$ cat src/rtl/fetch_pkg.sv
// fetch_pkg: shared widths and the queue entry type for the fetch front end.
// PC width follows DWORD_BITS when the build defines it, 64 otherwise.
`ifndef DWORD_BITS
`define DWORD_BITS 64
`endif

package fetch_pkg;

  localparam int INSTR_BITS = 32;
  localparam int PC_BITS    = `DWORD_BITS;

  localparam logic [PC_BITS-1:0] PC_STEP = PC_BITS'(4);

  typedef struct packed {
    logic [PC_BITS-1:0]    pc;
    logic [INSTR_BITS-1:0] instr;
  } fetch_entry_t;

endpackage

$ cat src/rtl/fetch_fifo.sv
// fetch_fifo: DEPTH-entry queue of {pc, instr} with clear and a combinational head.
// The head reads as all-zero while the queue is empty.
module fetch_fifo
  import fetch_pkg::*;
#(
  parameter int DEPTH = 4
) (
  input  logic                         clk,
  input  logic                         reset,
  input  logic                         clear,
  input  logic                         push,
  input  logic                         pop,
  input  fetch_entry_t                 din,
  output fetch_entry_t                 head,
  output logic [$clog2(DEPTH+1)-1:0]   count
);

  localparam int AW = $clog2(DEPTH);
  localparam int CW = $clog2(DEPTH+1);

  fetch_entry_t    mem [DEPTH];
  logic [AW-1:0]   rd_ptr;
  logic [AW-1:0]   wr_ptr;

  always_ff @(posedge clk) begin
    if (reset || clear) begin
      rd_ptr <= '0;
      wr_ptr <= '0;
      count  <= '0;
    end else begin
      if (push) wr_ptr <= wr_ptr + AW'(1);
      if (pop)  rd_ptr <= rd_ptr + AW'(1);
      count <= count + CW'(push) - CW'(pop);
    end
  end

  always_ff @(posedge clk) begin
    if (push) mem[wr_ptr] <= din;
  end

  assign head = (count != '0) ? mem[rd_ptr] : '0;

  a_no_overflow: assert property (@(posedge clk) disable iff (reset || clear)
    !(push && !pop && count == CW'(DEPTH)));
  a_no_underflow: assert property (@(posedge clk) disable iff (reset || clear)
    !(pop && count == '0));

endmodule

$ cat src/rtl/instr_prefetch_queue.sv
// instr_prefetch_queue: owns the fetch PC, issues in-order imem requests, buffers for decode.
// Define IPQ_PERF_EN to add the perf_fetched / perf_flushed counters.
module instr_prefetch_queue
  import fetch_pkg::*;
#(
  parameter int                 DEPTH    = 4,
  parameter logic [PC_BITS-1:0] RESET_PC = '0
) (
  input  logic                  clk,
  input  logic                  reset,
  input  logic                  redirect_valid,
  input  logic [PC_BITS-1:0]    redirect_pc,
  output logic                  imem_req_valid,
  input  logic                  imem_req_ready,
  output logic [PC_BITS-1:0]    imem_req_addr,
  input  logic                  imem_rsp_valid,
  input  logic [INSTR_BITS-1:0] imem_rsp_instr,
  output logic                  dec_valid,
  input  logic                  dec_ready,
  output logic [PC_BITS-1:0]    dec_pc,
  output logic [INSTR_BITS-1:0] dec_instr
`ifdef IPQ_PERF_EN
  ,
  output logic [31:0]           perf_fetched,
  output logic [31:0]           perf_flushed
`endif
);

  localparam int             CW  = $clog2(DEPTH+1);
  localparam logic [CW:0]    CAP = (CW+1)'(DEPTH);

  logic [PC_BITS-1:0] fetch_pc;
  logic [PC_BITS-1:0] rsp_pc;
  logic [PC_BITS-1:0] redir_pc;
  logic [CW-1:0]      outstanding;
  logic [CW-1:0]      drop;
  logic [CW-1:0]      count;
  logic [CW:0]        inflight;
  logic               req_fire;
  logic               push;
  logic               pop;
  logic               rsp_drop;
  fetch_entry_t       push_entry;
  fetch_entry_t       head;

  assign redir_pc = redirect_pc & ~PC_BITS'(3);
  assign inflight = {1'b0, outstanding} + {1'b0, count};

  assign imem_req_valid = !reset && !redirect_valid
                        && (inflight < CAP) && (drop == '0);
  assign imem_req_addr  = fetch_pc;
  assign req_fire       = imem_req_valid && imem_req_ready;

  assign rsp_drop = imem_rsp_valid && (drop != '0);
  assign push     = imem_rsp_valid && (drop == '0) && !redirect_valid;
  assign pop      = dec_valid && dec_ready && !redirect_valid;

  assign push_entry.pc    = rsp_pc;
  assign push_entry.instr = imem_rsp_instr;

  fetch_fifo #(
    .DEPTH (DEPTH)
  ) u_fifo (
    .clk   (clk),
    .reset (reset),
    .clear (redirect_valid),
    .push  (push),
    .pop   (pop),
    .din   (push_entry),
    .head  (head),
    .count (count)
  );

  assign dec_valid = (count != '0);
  assign dec_pc    = head.pc;
  assign dec_instr = head.instr;

  // Every request still in flight at a redirect belongs to the old stream.
  always_ff @(posedge clk) begin
    if (reset) begin
      fetch_pc    <= RESET_PC;
      rsp_pc      <= RESET_PC;
      outstanding <= '0;
      drop        <= '0;
    end else if (redirect_valid) begin
      fetch_pc    <= redir_pc;
      rsp_pc      <= redir_pc;
      outstanding <= outstanding - CW'(imem_rsp_valid);
      drop        <= outstanding - CW'(imem_rsp_valid);
    end else begin
      if (req_fire) fetch_pc <= fetch_pc + PC_STEP;
      if (push)     rsp_pc   <= rsp_pc + PC_STEP;
      outstanding <= outstanding + CW'(req_fire) - CW'(imem_rsp_valid);
      if (rsp_drop) drop <= drop - CW'(1);
    end
  end

`ifdef IPQ_PERF_EN
  always_ff @(posedge clk) begin
    if (reset) begin
      perf_fetched <= '0;
      perf_flushed <= '0;
    end else begin
      if (pop) perf_fetched <= perf_fetched + 32'd1;
      if (redirect_valid)
        perf_flushed <= perf_flushed + 32'(count) + 32'(imem_rsp_valid);
      else if (rsp_drop)
        perf_flushed <= perf_flushed + 32'd1;
    end
  end
`endif

  a_rsp_underflow: assert property (@(posedge clk) disable iff (reset)
    !(imem_rsp_valid && outstanding == '0));
  a_credit: assert property (@(posedge clk) disable iff (reset)
    inflight <= CAP);
  a_drop_bound: assert property (@(posedge clk) disable iff (reset)
    drop <= outstanding);

endmodule
$ cat config.mk
export PLATFORM = sky130hd
export DESIGN_NAME = instr_prefetch_queue
export DESIGN_NICKNAME = d
export VERILOG_FILES = /design/src/rtl/fetch_pkg.sv /design/src/rtl/fetch_fifo.sv /design/src/rtl/instr_prefetch_queue.sv
export SDC_FILE = /design/constraint.sdc
export NUM_CORES = 1
export LEC_CHECK = 0
export ABC_AREA = 1
export BUFFER_PORTS_ARGS = -buffer_cell sky130_fd_sc_hd__buf_2
export CAP_MARGIN = 25
export CORE_MARGIN = 2
export CORE_UTILIZATION = 50
export DETAILED_ROUTE_END_ITERATION = 12
export GPL_TIMING_DRIVEN = 0
export PLACE_DENSITY_LB_ADDON = 0.1
export SYNTH_ARGS = -nofsm -noshare
export SYNTH_HDL_FRONTEND = slang
export SYNTH_HIERARCHICAL = 1
export SYNTH_SLANG_ARGS = --single-unit
$ cat constraint.sdc
create_clock -name clk -period 4.3 [get_ports clk]
set_input_delay 0.86 -clock clk [delete_from_list [all_inputs] [get_ports clk]]
set_output_delay 0.86 -clock clk [all_outputs]
set_load 0.01 [all_outputs]
==> run metrics, run 1 <==
NetSw 2.98 mW; Max-Cap Viols 0; P_int between 8 and 9 mW; pin count of the biggest net entering global routing 75; asr flop ratio synth 0%; leakage 13.3 nW; Clk pwr share between 40% and 50%; full die area about 54000 µm²; setup repair bufs after CTS 0; DRC Markers 0; via count around 23000; vias in the first global route ~23000; sequential share of power 49.0%; register area share after synthesis 54.6%; met1 wire length about 36000 µm; worst min-delay path category reg -> reg; Mapped Area approximately 26000 µm²; Placed Cells approximately 4200; initial antenna violation count 1; dpl ws roughly 460 ps; P per Cell Area 391 nW/µm²; final antenna-violating net count 0; core footprint just over 50000 µm²; Final nets ~3700; Initial Utilization between 50% and 60%; CP arrival ~2800 ps; Port Buf Inserts roughly 260; Yosys cell types 42; top_reg_cell synth edfxtp_1; Logic pwr share under 10%; Global Route Usage Sum approximately a third; worst vdd ir between 0.3 and 0.4 mV; clock slew at the register clock pins of the worst setup and hold paths around 60 ps; DR iter-0 viols about 2200; Worst Path Required roughly 3400 ps; Syn. warnings 6; Synth area leaders edfxtp_1, nand2_1, dfxtp_1, inv_1, nand3_1; Post-CTS Hold Buffers 0; Post-synth EDFFs around 380; crit-path max FO 10; met2 WL between 40000 and 50000 µm; FF+latch count, synth 523; Placer Congestion approximately 1.0; first-pass GRT wire length 132000 µm; setup ws final 670 ps; worst skew pair latency approximately 650 ps; # H-tree levels 2; clock skew 26.6 ps; drt first pass iters 6; clk buf depth 3; Root Driver clkbuf_16; final hold violation count 0; io pins around 260; post-CTS sizing 0; Die W 233 µm; final non-filler cell total ~4300; status finished clean; worst-margin pin slew between 1000 and 1500 ps; area leader, netlist edfxtp_1; CP startpoint kind register; Row Count 83; post-synth top area share a little over two fifths; Post-Syn Area per Cell 8.04 µm²; Fillers about 4700; Crit. End Element output port; Final Max Tran Viols 0; Die Ht 233 µm; CTS Buf Count 57; Top Layer Used met4; Vias per Instance between 5 and 6; fin crit share between 80% and 90%; HPWL after DPL between 60000 and 70000 µm; final hold slack between 400 and 500 ps; commonest non-fill, non-tap cells in the layout nand2_1, inv_1, edfxtp_1; final setup fails 0; most common cell after layout, fill and taps aside nand2_1; Tmin final 3630 ps; area delta synth->final 16.2%; CTS tree yes; met3 WL 7340 µm; switch share roughly a quarter; Clock Sinks roughly 520; Total Wirelength 88500 µm; normalized max-slew margin a little over a quarter; critical path class reg -> out; synthesized instance count 3260; unrepaired setup endpoints after global routing no; grt total ovfl 0; setup tns final 0 ps; max frequency between 0.2 and 0.3 GHz; layout cell share with drive strength beyond 1 13.0%; Avg WL per Cell 20.5 µm
[sequential cells by signal, indices dropped and copies added, names as in the netlist, named ones only]
signal,cells
imem_req_addr,62
rsp_pc,62
u_fifo/rd_ptr,2
u_fifo/count,3
outstanding,3
drop,3
u_fifo/wr_ptr,2
u_fifo/mem,384
[layout make-up]
type                    instances  area [µm²]  share of cell area [%]
diodes                          1        2.50                 0.00821
plain buffers                 133         651                    2.14
flip-flops and latches        523       14300                    47.0
inverters                     573        2170                    7.13
multi-input cells            2040        9130                    30.0
clock inverters                33         393                    1.29
clock buffers                  75        1550                    5.08
repair buffers                263        1410                    4.62
well taps                     680         851                    2.79
[power by group through the flow]
stage	logic [mW]	registers, mW	clock network, mW
3_5_place_dp	0.931	5.94	0
5_1_grt	1.04	5.86	5.36
4_1_cts	0.939	5.83	5.16
2_1_floorplan	0.524	5.86	0
6_report	0.950	5.84	5.12
3_3_place_gp	0.907	5.94	0
[worst max-delay path: stages, from the launching register on]
cell and delay, ps:
dfxtp_1 350, nor3_2 900, buf_4 380, buf_4 220
a21oi_1 110, buf_2 170
[layer usage]
metal	vias up	GRT usage, %
met5	-	0
met4	0	15.2
met3	221	5.47
met2	1066	52.8
met1	10936	42.4
li1	11150	-
[cell families (layout without fill, tap and decap cells)]
| logic type | Yosys count | after routing | share of synthesized area (%) |
|---|---|---|---|
| AO/OA/AOI/OAI | 378 | 378 | 7.72 |
| XOR/XNOR | 5 | 5 | 0.167 |
| adder cells (fa/ha/maj) | 18 | 18 | 0.917 |
| buffers and inverters | 706 | 1077 | 10.7 |
| flip-flops | 523 | 523 | 54.6 |
| other | 1 | 11 | 0.0143 |
| AND/OR/NAND/NOR | 1629 | 1629 | 25.9 |
[cell usage after synthesis, types with 16 or more instances]
cell type / n
o21ai_0: 110
inv_1: 565
a31oi_1: 20
ha_1: 16
clkbuf_1: 42
buf_2: 64
buf_4: 17
nand2_1: 894
nand4_1: 36
nand3_1: 355
dfxtp_1: 139
nor2_1: 297
o21bai_1: 20
a21oi_1: 201
edfxtp_1: 384
[final timing paths]
path,startpoint,slack [ps],depth (start not counted),to
worst max-delay path,u_fifo/count[1],670,5,dec_pc[37]
worst max register to register,u_fifo/count[1],1170,15,outstanding[2]
worst min-delay path,u_fifo/rd_ptr[1],440,1,register
worst min register to register,u_fifo/rd_ptr[1],440,1,register
[metrics by stage]
stage               power [mW]  util [%]  area, µm²
global route              12.3      59.0      30500
floorplan                 6.38         -      26200
finish                    11.9      59.0      30500
detailed placement        6.87      55.3      28500
CTS                       11.9      59.0      30500
global placement          6.84      55.0      28400
Power figures use the tool's default switching activity.
==> run 2, diff against run 1 <==
Clock period 4.3 ns to 3.3 ns, I/O delays scaled along.
==> run 2 against run 1 <==
Worst hold slack lost 190 ps; die area is the same; final area grew 0.16%; global-route usage shrank 0.76 points; via count grew 0.36%; sequential power grew 30%; final cell count grew 0.16%; register-to-register slack lost 1000 ps; clock power grew 23%; critical endpoint is now dec_pc[34]; sequential share of layout area shrank 0.069 points; critical path depth grew 1.
==> run metrics, run 2 (synthesis gave the netlist of run 1 again) <==
status finished clean; Largest register FFs 384 (unchanged); CTS Buf Count 56 (-1.8%); worst min-delay path category in -> reg; P per Cell Area 496 nW/µm² (+27%); drt first pass iters 5 (-1); normalized max-slew margin 35.4% (+9.2 points); Clock Sinks 523 (unchanged); clock slew at the register clock pins of the worst setup and hold paths 60 ps (about the same); grt total ovfl 0 (unchanged); CP startpoint kind register; setup ws final 61.7 ps (-608 ps); Initial Utilization 50.8% (unchanged); antenna cells 0 (-1); crit-path max FO 10 (unchanged); top register by number of flip-flops u_fifo/mem; first-pass GRT wire length 129000 µm (-2.4%); worst skew pair latency 630 ps (-20 ps); critical path class reg -> out; DRC Markers 0 (unchanged); full die area 54300 µm² (unchanged); clock skew 16.4 ps (-10.2 ps); # H-tree levels 2 (unchanged); Worst Path Required 2640 ps (-800 ps); Tot Pwr 15.2 mW (+27%); Global Route met3 Usage 5.42% (-0.049 points); Final Max Tran Viols 0 (unchanged); Row Count 83 (unchanged); final hold violation count 0 (unchanged); leakage 13.3 nW (-0.12%); Final nets 3720 (+0.24%); initial antenna violation count 2 (+1); dpl ws -460 ps (-921 ps); pin count of the biggest net entering global routing 34 (-55%); CP arrival 2580 ps (-190 ps); Global Route Usage Sum 31.7% (-0.76 points); max frequency between 0.3 and 0.4 GHz; Avg WL per Cell 20.2 µm (-1.3%); Final Util 59.1% (+0.097 points); DR iter-0 viols 2227 (+3.2%); CTS tree yes; clk buf depth 3 (unchanged); vias in the first global route 22317 (-1.1%); io pins 264 (unchanged); Total Wirelength 87500 µm (-1.1%); HPWL after DPL 63100 µm (-1.6%); Die W 233 µm (unchanged); commonest non-fill, non-tap cells in the layout nand2_1, inv_1, edfxtp_1; Post-CTS Hold Buffers 0 (unchanged); Crit. End Element output port; final setup fails 0 (unchanged); global routing usage on met2 51.9% (-0.90 points); worst vdd ir 0.385 mV (+22%); worst-margin pin slew 969 ps (-132 ps); global-route met1 utilization 41.5% (-0.85 points); Die Ht 233 µm (unchanged); global route hottest layer met2; Placer Congestion 1.04 (+0.56%); most common cell after layout, fill and taps aside nand2_1; Vias per Instance 5.42 (+0.19%); unrepaired setup endpoints after global routing yes; Port Buf Inserts 259 (unchanged); via count 23456 (+0.36%); core footprint 51600 µm² (unchanged); Max-Cap Viols 0 (unchanged); fin crit share between 90% and 100%; area delta synth->final 16.4%; flop-to-flop setup slack 170 ps (-1000 ps); Root Driver clkbuf_16; final antenna-violating net count 0 (unchanged); Tmin final between 3000 and 4000 ps; layout cell share with drive strength beyond 1 13.3% (+0.36 points)
[run 2: metrics by stage]
stage | std cells | area [µm²] | hold slack, ps | setup TNS, ps
detailed placement | 4218 | 28600 | 452 | -110380
CTS | 4324 | 30500 | 223 | 0
global placement | 4208 | 28400 | 425 | -734020
floorplan | 3269 | 26300 | 412 | 0
global route | 4328 | 30500 | 231 | -7.64
finish | 4328 | 30500 | 249 | 0
[run 2: final cells by class]
cell class                 count  area (µm²)
tap                          680         851
inverter                     573        2170
buffer                       133         653
sequential                   523       14300
fill                        4613       21100
clock inverter                33         263
multi-input combinational   2040        9140
timing repair buffer         270        1510
clock buffer                  73        1600
timing repair inverter         3        20.0
[run 2: routing by layer]
layer  wire [µm]  vias to the layer above
met4        3970                        4
li1            -                    11154
met2       40400                     1138
met3        7630                      201
met5          28                        -
met1       35500                    10959
[run 2: report_power, final]
group          switching [mW]  leakage [nW]  internal [mW]  total (mW)
clock network            2.72         0.908           3.59        6.31
registers               0.302          4.67           7.30        7.60
logic                   0.828          7.68          0.408        1.24
total                    3.85          13.3           11.3        15.2
[run 2: final timing paths]
check	cells after the start	from	to
setup / recovery	6	register	dec_pc[34]
hold / removal	1	imem_rsp_instr[22]	u_fifo/mem[1][22]
setup reg to reg	15	u_fifo/count[2]	outstanding[2]
hold reg to reg	1	u_fifo/rd_ptr[1]	u_fifo/rd_ptr[1]
[run 2: timing repair]
action                                  CTS  global route
buffers inserted                          0             1
cloned                                    0             3
endpoints found under the setup margin   50           179
resized for setup                         1             5
[run 2: worst max-delay path, stage by stage (launching register included)]
cell     delay, ps
dfxtp_1        300
buf_2          300
buf_2          380
buf_2          320
nand3_1        120
a21oi_1        310
buf_2          200
==> run 3, diff against run 2 <==
Settings changed: CORE_ASPECT_RATIO set to 1.4.
==> run 3 against run 2 <==
First-iteration DRC count shrank 14%; die area is essentially flat; total power shrank 1.2%; via count shrank 0.77%; sequential share of layout area grew 0.20 points; non-clock buffer count grew 5; critical path depth is the same; sequential power is essentially flat; routed wire length grew 4.3%; largest power group unchanged; highest routed layer unchanged.
==> run metrics, run 3 (synthesis gave the netlist of run 1 again) <==
via count 23275 (-0.77%); grt total ovfl 0 (unchanged); flop-to-flop setup slack 160 ps (about the same); Initial Utilization 50.4% (-0.40 points); P per Cell Area 493 nW/µm² (-0.78%); full die area 54300 µm² (about the same); final setup fails 0 (unchanged); P_int 11.2 mW (-0.99%); CP startpoint kind register; Worst Reg-to-Reg Cells 15 (unchanged); Port Buf Inserts 259 (unchanged); drt first pass iters 6 (+1); Hold Path End u_fifo/mem[1][30]; initial antenna violation count 1 (-1); clock skew 16.4 ps (+0.0199 ps); sequential share of power 50.8% (+0.6 points); worst r2r src u_fifo/count[2]; Tmin final 3210 ps (-28.0 ps); dpl ws -765 ps (-305 ps); worst skew pair latency 620 ps (about the same); CTS tree yes; clock slew at the register clock pins of the worst setup and hold paths 70 ps (about the same); commonest non-fill, non-tap cells in the layout nand2_1, inv_1, edfxtp_1; Row Count 99 (+19%); final antenna-violating net count 0 (unchanged); critical path's most frequent cell buf_2; Cell Chain, Critical Path buf_2, buf_2, buf_2, nand3_1, a21oi_1, buf_2; DR iter-0 viols 1909 (-14%); area delta synth->final 15.9%; Placer Congestion 0.979 (-5.7%); Worst Path Required 2640 ps (about the same); HPWL after DPL 67100 µm (+6.3%); Hold Crit Depth 1 (unchanged); Clock Sinks 523 (unchanged); Hold Crit Start imem_rsp_instr[30]; Vias per Instance 5.41 (-0.10%); setup tns final 0 ps (unchanged); io pins 264 (unchanged); leakage 13.2 nW (-0.35%); CTS Buf Count 51 (-8.9%); layout cell share with drive strength beyond 1 13.1% (-0.28 points); first-pass GRT wire length 134000 µm (+3.6%); worst r2r dst outstanding[2]; Post-CTS Hold Buffers 0 (unchanged); Root Driver clkbuf_16; Clk pwr share 40.9% (-0.7 points); area of the multi-input gates 9140 µm² (about the same); Die W 198 µm (-15%); critical path's slowest cell buf_2; Global Route Usage Sum 33.3% (+1.6 points); CP arrival 2550 ps (-30 ps); Final Max Tran Viols 0 (unchanged); Fillers 4780 (+3.6%); clk buf depth 3 (unchanged); pin count of the biggest net entering global routing 37 (+8.8%); Total Wirelength 91300 µm (+4.3%); critical path class reg -> out; Crit. End Element output port; final hold violation count 0 (unchanged); setup ws final 89.6 ps (+28.0 ps); most common cell after layout, fill and taps aside nand2_1; Final nets 3720 (unchanged); Max-Cap Viols 0 (unchanged); Die Ht 275 µm (+18%); Logic pwr share 8.3% (about the same); NetSw 3.78 mW (-1.8%); Reg area 14300 µm² (unchanged); # H-tree levels 2 (unchanged); unrepaired setup endpoints after global routing no; worst vdd ir 0.390 mV (+1.1%); top register by number of flip-flops u_fifo/mem; Largest register FFs 384 (unchanged); core footprint 52000 µm² (+0.80%); normalized max-slew margin 25.2% (-10 points); worst-margin pin slew 1120 ps (+153 ps); antenna cells 0 (unchanged); vias in the first global route 22535 (+0.98%); status finished clean; crit-path max FO 10 (unchanged); switch share 25.3% (-0.17 points); DRC Markers 0 (unchanged); max frequency 0.311 GHz (+0.87%); fin crit share 97.3% (-0.85 points); Avg WL per Cell 21.2 µm (+5.0%); Crit path largest cell delay 370 ps (about the same); worst min-delay path category in -> reg
## run 3: worst max-delay path: cells and delay by family (launching register included)
family / cells / cell delay, ps
compound gates: 1 / 330
buf+inv: 4 / 1170
flops: 1 / 310
simple gates: 1 / 100
## run 3: through the flow
stage               cells  instance area, µm²  hold WS, ps  util (%)  power (mW)
floorplan            3269               26300          412         -        8.32
global placement     4184               28400          424      54.5        8.91
detailed placement   4193               28600          436      54.9        8.95
CTS                  4292               30300          236      58.3        15.0
global route         4299               30400          253      58.4        15.4
finish               4299               30400          261      58.4        15.0
## run 3: worst max-delay path by stage
stage / slack, ps / to / cells after the start
6_report: 90 / dec_pc[38] / 6
5_1_grt: 10 / outstanding[2] / 15
4_1_cts: 20 / dec_pc[37] / 6
3_5_place_dp: -770 / u_fifo/mem[3][2] / 8
3_3_place_gp: -2100 / u_fifo/mem[3][2] / 6
2_1_floorplan: 50 / u_fifo/mem[0][0] / 5
## run 3: cell type report
cell class              count  area share (%)
clock inverters            36            1.31
well taps                 656            2.70
repair buffers            275            5.03
clock buffers              60            4.41
repair inverters            3          0.0576
inverters                 573            7.13
multi-input cells        2040            30.1
flip-flops and latches    523            47.1
plain buffers             133            2.15
## run 3: power by group through the flow
stage          logic, mW  clock network [mW]  registers [mW]
2_1_floorplan      0.683                   0            7.63
3_3_place_gp        1.18                   0            7.73
3_5_place_dp        1.21                   0            7.74
4_1_cts             1.22                6.18            7.60
5_1_grt             1.36                6.42            7.63
6_report            1.24                6.12            7.61
## run 3: per-layer routing
metal	wire length [µm]	global-route usage, %	vias up	part of all wire, %
met5	17	0	-	0.019
li1	-	-	11153	-
met3	5970	4.14	247	6.5
met2	44900	58.3	1018	49
met1	33600	37.9	10855	37
met4	6850	22.9	2	7.5
## run 3: timing repair
action                                  4_1_cts  5_1_grt
buffers inserted                              0        7
gates cloned                                  3        0
endpoints found under the setup margin      153      120
endpoints found under the hold margin         0        0
gates resized for setup                       1        5
